File: src/rtl/genesys_pipe_pkg.sv
// genesys_pipe_pkg: shared sizing helpers for the GeneSys valid/ready pipeline blocks
package genesys_pipe_pkg;

    // Occupancy counter width: enough bits to count 0..n, never narrower than one bit
    function automatic int occ_width(input int n);
        return (n < 1) ? 1 : $clog2(n + 1);
    endfunction

    // Bits needed to hold one {valid, data} stage of a w-bit payload
    function automatic int stage_width(input int w);
        return w + 1;
    endfunction

endpackage

File: src/rtl/pipe_stage.sv
// pipe_stage: one elastic pipeline register holding a payload and its valid bit
module pipe_stage
    import genesys_pipe_pkg::*;
#(
    parameter int NUM_BITS = 16,
    parameter bit EN_RESET = 1'b0
) (
    input  logic                clk,
    input  logic                rst,
    input  logic                i_load,
    input  logic                i_clear,
    input  logic                i_valid,
    input  logic [NUM_BITS-1:0] i_data,
    output logic                o_valid,
    output logic [NUM_BITS-1:0] o_data
);

    typedef struct packed {
        logic                valid;
        logic [NUM_BITS-1:0] data;
    } stage_t;

    stage_t r_stage;

    // Reset beats clear beats load; payload is only captured for a real item so an emptied stage keeps its last value
    always_ff @(posedge clk) begin
        if (rst) begin
            r_stage.valid <= 1'b0;
            if (EN_RESET) r_stage.data <= '0;
        end else if (i_clear) begin
            r_stage.valid <= 1'b0;
        end else if (i_load) begin
            r_stage.valid <= i_valid;
            if (i_valid) r_stage.data <= i_data;
        end
    end

    assign o_valid = r_stage.valid;
    assign o_data  = r_stage.data;

endmodule

File: src/rtl/elastic_pipeline.sv
// elastic_pipeline: valid/ready register chain with bubble collapsing and occupancy count; ELASTIC_PIPE_FLUSH_EN adds a flush port
module elastic_pipeline
    import genesys_pipe_pkg::*;
#(
    parameter int NUM_BITS   = 16,
    parameter int NUM_STAGES = 1,
    parameter bit EN_RESET   = 1'b0,
    parameter int CNT_W      = occ_width(NUM_STAGES)
) (
    input  logic                clk,
    input  logic                rst,
    input  logic [NUM_BITS-1:0] data_in,
    input  logic                in_valid,
    output logic                in_ready,
    output logic [NUM_BITS-1:0] data_out,
    output logic                out_valid,
    input  logic                out_ready,
    output logic [CNT_W-1:0]    occupancy
`ifdef ELASTIC_PIPE_FLUSH_EN
    ,
    input  logic                flush
`endif
);

    logic w_flush;

`ifdef ELASTIC_PIPE_FLUSH_EN
    assign w_flush = flush;
`else
    assign w_flush = 1'b0;
`endif

    generate
        if (NUM_STAGES == 0) begin : g_bypass
            assign data_out  = data_in;
            assign out_valid = in_valid;
            assign in_ready  = out_ready;
            assign occupancy = '0;
        end else begin : g_pipe
            logic [NUM_STAGES-1:0] w_rdy;
            logic [NUM_STAGES-1:0] w_valid;
            logic [NUM_BITS-1:0]   w_data [NUM_STAGES];
            logic                  w_accept;
            logic                  w_emit;
            logic [CNT_W-1:0]      r_occ;

            for (genvar i = 0; i < NUM_STAGES; i++) begin : g_stage
                logic                w_in_valid;
                logic [NUM_BITS-1:0] w_in_data;
                if (i == 0) begin : g_head
                    assign w_in_valid = in_valid;
                    assign w_in_data  = data_in;
                end else begin : g_body
                    assign w_in_valid = w_valid[i-1];
                    assign w_in_data  = w_data[i-1];
                end
                // Unrolled ready chain: a stage can move unless it and every stage downstream are full and the consumer stalls
                assign w_rdy[i] = out_ready | ~&w_valid[NUM_STAGES-1:i];
                pipe_stage #(
                    .NUM_BITS (NUM_BITS),
                    .EN_RESET (EN_RESET)
                ) u_stage (
                    .clk     (clk),
                    .rst     (rst),
                    .i_load  (w_rdy[i]),
                    .i_clear (w_flush),
                    .i_valid (w_in_valid),
                    .i_data  (w_in_data),
                    .o_valid (w_valid[i]),
                    .o_data  (w_data[i])
                );
            end

            assign in_ready  = w_rdy[0] & ~w_flush;
            assign out_valid = w_valid[NUM_STAGES-1] & ~w_flush;
            assign data_out  = w_data[NUM_STAGES-1];
            assign w_accept  = in_valid & in_ready;
            assign w_emit    = out_valid & out_ready;

            // Occupancy tracks accepts minus emits so it always equals the number of valid stages
            always_ff @(posedge clk) begin
                if (rst || w_flush) r_occ <= '0;
                else if (w_accept && !w_emit) r_occ <= r_occ + CNT_W'(1);
                else if (!w_accept && w_emit) r_occ <= r_occ - CNT_W'(1);
            end

            assign occupancy = r_occ;
        end
    endgenerate

endmodule

File: config.mk
export PLATFORM = sky130hd
export DESIGN_NAME = elastic_pipeline
export DESIGN_NICKNAME = d
export VERILOG_FILES = /design/src/rtl/genesys_pipe_pkg.sv /design/src/rtl/pipe_stage.sv /design/src/rtl/elastic_pipeline.sv
export SDC_FILE = /design/constraint.sdc
export NUM_CORES = 1
export LEC_CHECK = 0
export ABC_AREA = 1
export BUFFER_PORTS_ARGS = -buffer_cell sky130_fd_sc_hd__buf_2
export CAP_MARGIN = 30
export CELL_PAD_IN_SITES_DETAIL_PLACEMENT = 0
export CELL_PAD_IN_SITES_GLOBAL_PLACEMENT = 1
export CORE_MARGIN = 2
export CORE_UTILIZATION = 29
export DETAILED_ROUTE_END_ITERATION = 7
export HOLD_SLACK_MARGIN = 0.02
export PLACE_DENSITY_LB_ADDON = 0.25
export SETUP_SLACK_MARGIN = 0.5
export SLEW_MARGIN = 20
export SYNTH_ARGS = -nofsm -noshare
export SYNTH_HDL_FRONTEND = slang
export SYNTH_HIERARCHICAL = 1
export SYNTH_SLANG_ARGS = --single-unit
export TNS_END_PERCENT = 30
File: constraint.sdc
create_clock -name clk -period 1.6 [get_ports clk]
set_clock_uncertainty 0.05 [all_clocks]
set_input_delay 0.32 -clock clk [delete_from_list [all_inputs] [get_ports clk]]
set_output_delay 0.32 -clock clk [all_outputs]
set_load 0.005 [all_outputs]
After elaboration in Yosys (flattened, before gate mapping)

Index checks and enable logic that the tools add are counted.

Logic and storage cells: 18
Register bits: 18
Input bits: 20
Output and inout port bits: 19

Add/subtract/negate cells: 2
Reductions and logical operators: 7
Bitwise operators: 4
Multiplexer cells: 2

Operator list:

| kind                | number |
|---|---|
| $logic_not 1->1     | 3 |
| $reduce_and 3->1    | 1 |
| $and 1x1->1         | 2 |
| $logic_and 1x1->1   | 2 |
| $mux 1              | 2 |
| $reduce_bool 2->1   | 1 |
| $add 1x1->1 const B | 1 |
| $not 1->1           | 1 |
| $or 1x1->1          | 1 |
| $sub 1x1->1 const B | 1 |

Longest topological paths before layout

Word-level depth: 7
Mapped depth: 6
Mapped depth without buffers: 6

Cells and area by module

The synthesis kept the hierarchy.

Modules (own cells, without submodules):

| module           | sequential area each (µm²) | cells an instance | instances | area each (µm²) |
|---|---|---|---|---|
| pipe_stage       | 500.5                      | 26                | 1         | 536.8 |
| elastic_pipeline | 20.0                       | 13                | 1         | 71.3 |

Least setup slack after synthesis

Ideal clock, no wire load.

Kind: register -> register
From: register g_pipe.g_stage[0].u_stage.r_stage (netlist bit g_pipe.g_stage[0].u_stage/o_valid)
To: register g_pipe.g_stage[0].u_stage.r_stage (netlist bit g_pipe.g_stage[0].u_stage/o_data[0]), enable pin
Data required time: 1235 ps
Path slack: 172 ps
Path buffers: 0
Library setup time: 315 ps
Arrival time: 1063 ps
Stages on the path, launching flop included: 7
Clock period less this slack: 1428 ps
Cells stage by stage: dfxtp_1 inv_1 or2_2 nand2_1 inv_1 nand2_1 inv_1

Longest elaborated chain between the ends: 3

RTL lines:

| what                       | RTL line               | text |
|---|---|---|
| start, declared            | pipe_stage.sv:23       | `stage_t r_stage;` |
| $logic_not 1->1            | elastic_pipeline.sv:58 | `assign w_rdy[i] = out_ready \| ~&w_valid[NUM_STAGES-1:i];` |
| $or 1x1->1                 | elastic_pipeline.sv:58 |  |
| via in_ready               | elastic_pipeline.sv:14 | `output logic in_ready,` |
| $reduce_and 3->1 (no line) | -                      |  |

The timed path passes the listed nets, and every way through them passes these cells.
A chain may end at the register's enable or synchronous reset.

Worst setup path after layout

From: register g_pipe.g_stage[0].u_stage.r_stage (netlist bit g_pipe.g_stage[0].u_stage/o_valid)
To: output port in_ready

Longest elaborated chain between the ends: 2

RTL lines:

| what            | RTL line |
|---|---|
| $logic_not 1->1 | elastic_pipeline.sv:58 |
| $or 1x1->1      | elastic_pipeline.sv:58 |
| end, declared   | elastic_pipeline.sv:14 |

Every way passes these cells.

==> reports/results.tsv <==
stage	metric	value	unit
sta	timing.final.hold_violations	0	
clock_tree	cts_max_level	1	
global_route	grt_overflow	0	
setup_path	worst_r2r_endpoint	g_pipe.g_stage[0].u_stage/o_data[3]$_DFFE_PP_	
global_route	first_global_vias	409	
global_route	grt_start_max_net_pins	17	
hold_path	whs_path_depth	1	
final_layout	area_growth	48.4	%
global_route	grt_antenna_before_repair	0	
synth	synth_nets	59	
hold_path	timing.hold.worst.start	data_in[1]	
status	status	finished, final reports clean	
global_route	globalRouteTotalUtil	9.66	%
final_layout	n_antenna_cell	0	
routing	avgViaCountPerCell	3.91	
die	ios	39	
setup_path	timing.setup.critical_path_class	reg -> out	
final_layout	layout.cell_area.non_filler	902	sq um
sta	rsz0062_at_grt	yes	
place	globalplace.congestion	0.638	
routing	wl_per_cell	9.52	um
die	initial_utilization	31.0	%
routing	totalWireLength	1050	um
final_layout	share_of_layout_cells_above_drive_strength_1	59.0	%
routing	detail_route.drc_violations	0	
clock_tree	clock_tree_from_tritoncts	yes	
setup_path	timing.critical_path.fanout_max	3	
final_layout	finish.net_count	104	
synth	syn_avg_cell_area	15.6	sq um
synth	yosys_register_bits	18	
setup_path	critical_path_required	1230	ps
setup_path	r2r_setup_slack	260	ps
sta	maxSlewViolCount	0	
sta	timing.final.setup_violations	0	
synth	synth_warn	6	
routing	postRouteAntennaNets	0	
routing	drt_iter0_drc	3	
sta	layout_worst_path_cycle_share	87.1	%
routing	number_of_iterations_in_the_first_detailed_routing_pass	3	
clock_tree	numCtsBuffers	3	
setup_path	timing.rr.start	g_pipe.g_stage[0].u_stage/o_valid$_SDFFE_PP0P_	
synth	yosys.cell_types.count	10	
setup_path	worst_r2r_path_depth	7	
die	dieHeight	49.8	um
clock_tree	cts-hold-fix-buffers	0	
clock_tree	clk_root_buffer_cell	sky130_fd_sc_hd__clkbuf_4	
clock_tree	insertion_delay	290	ps
synth	synthCells	39	
clock_tree	clkSinkCount	18	
run	drv_cap	0	
setup_path	worst_ep_arrival_time	1020	ps
die	core_area	0.00196	sq mm
die	die_area	0.00248	sq mm
setup_path	worstSetupEndpointType	primary output	
hold_path	hold-path-endpoint	g_pipe.g_stage[0].u_stage/o_data[1]$_DFFE_PP_	
place	placed_area	862	sq um
power_and_ir_drop	irDropWorstVdd	0.000374	V
setup_path	cp-start-kind	register	
hold_path	min_path_type	in -> reg	
global_route	grt_pass1_wl	1660	um
sta	max_freq	718	MHz
synth	syn_area	608	sq um
routing	detailroute.via_count	430	
place	place.port_buffers	38	
die	die_w	49.8	um
sta	setup-tns-final	0	ps
clock_tree	clock_path_buffers	2	
clock_tree	clkTransAtPathRegs	100	ps
synth	synth_sequential_area_ratio	85.6	%
power_and_ir_drop	power.leakage	0.404	nW
power_and_ir_drop	power_density	908	mW/mm^2
die	placementRows	16	
place	dp.final_hpwl	832	um
sta	finalCriticalPeriod	1390	ps
==> power breakdown <==
part | internal (mW) | total [mW] | switching (mW)
clock | 0.0906 | 0.218 | 0.127
combinational | 0.0378 | 0.0691 | 0.0312
sequential | 0.528 | 0.532 | 0.00384
==> synthesized netlist by cell type, drive strengths merged <==
library cell,n,area [sq um]
inv,7,26.3
dfxtp,2,40.0
edfxtp,16,480
a21oi,1,5.00
nand3,2,10.0
conb,1,3.75
nor2,3,13.8
or2,1,6.26
nand2,6,22.5
==> logic make-up (layout without fill, tap and decap cells) <==
group | Yosys count | after routing | share of synthesized area (%)
compound gates | 1 | 1 | 0.822
buf+inv | 7 | 51 | 4.32
flops | 18 | 18 | 85.6
other cells | 1 | 1 | 0.617
simple gates | 12 | 12 | 8.64
==> layout make-up <==
class	instances	area, sq um
clock buffers	3	22.5
clock inverters	1	3.75
fillers	205	1060
inverters	7	30.0
multi-input cells	14	66.3
flip-flops and latches	18	522
well taps	27	33.8
repair buffers	40	224
==> metal layers <==
layer  global-route usage (%)  wire length, um  up-vias
met3                     3.03              114        4
met4                     8.33               29        0
met2                     14.9              474       25
li1                         -                -      215
met1                     10.7              429      186
met5                        0                0        -
==> per-stage QoR <==
step	total power, mW	utilization (%)	hold slack [ps]	std cells	setup slack, ps
2_1_floorplan	0.565	-	369	39	224
3_3_place_gp	0.611	43.9	448	105	222
3_5_place_dp	0.611	43.9	451	105	196
4_1_cts	0.830	46.0	150	110	193
5_1_grt	0.851	46.0	139	110	158
6_report	0.819	46.0	156	110	207
==> state kept, by name, indices dropped and copies added, names as in the netlist <==
register / cells
g_pipe.g_stage.u_stage/o_data: 16
g_pipe.g_stage.u_stage/o_valid: 1
occupancy: 1
==> critical path, cell delays in order (launching register included) <==
cell	delay (ps)
sky130_fd_sc_hd__dfxtp_2	350
sky130_fd_sc_hd__inv_2	40
sky130_fd_sc_hd__or2_4	230
sky130_fd_sc_hd__buf_6	120
==> cells in the final DEF (no fill, tap or decap) <==
master,instances
sky130_fd_sc_hd__buf_2,37
sky130_fd_sc_hd__buf_4,1
sky130_fd_sc_hd__or2_4,1
sky130_fd_sc_hd__nand3_1,2
sky130_fd_sc_hd__inv_1,5
sky130_fd_sc_hd__nand2_1,5
sky130_fd_sc_hd__inv_2,1
sky130_fd_sc_hd__nand2_2,1
sky130_fd_sc_hd__buf_12,1
sky130_fd_sc_hd__clkbuf_4,3
sky130_fd_sc_hd__clkinvlp_4,1
sky130_fd_sc_hd__nor2_2,1
sky130_fd_sc_hd__edfxtp_1,16
sky130_fd_sc_hd__dfxtp_2,1
sky130_fd_sc_hd__nor2_1,2
sky130_fd_sc_hd__clkinv_1,1
sky130_fd_sc_hd__buf_6,1
sky130_fd_sc_hd__a21oi_1,1
sky130_fd_sc_hd__conb_1,1
sky130_fd_sc_hd__dfxtp_1,1
==> what timing repair did <==
| item | CTS | global route |
|---|---|---|
| endpoints found under the setup margin | 35 | 35 |
| cloned | 0 | 0 |
| gates resized for setup | 1 | 0 |
| buffers inserted | 1 | 0 |
==> how the worst max path moves through the flow <==
stage,start,end,slack [ps],cells after the start
CTS,g_pipe.g_stage[0].u_stage/o_valid$_SDFFE_PP0P_,in_ready,190,3
global placement,out_ready,g_pipe.g_stage[0].u_stage/o_data[9]$_DFFE_PP_,220,7
global route,g_pipe.g_stage[0].u_stage/o_valid$_SDFFE_PP0P_,in_ready,160,3
floorplan,g_pipe.g_stage[0].u_stage/o_valid$_SDFFE_PP0P_,g_pipe.g_stage[0].u_stage/o_data[0]$_DFFE_PP_,220,6
finish,g_pipe.g_stage[0].u_stage/o_valid$_SDFFE_PP0P_,in_ready,210,3
detailed placement,out_ready,g_pipe.g_stage[0].u_stage/o_data[0]$_DFFE_PP_,200,7
No activity file was read; power rests on OpenSTA's default activity.
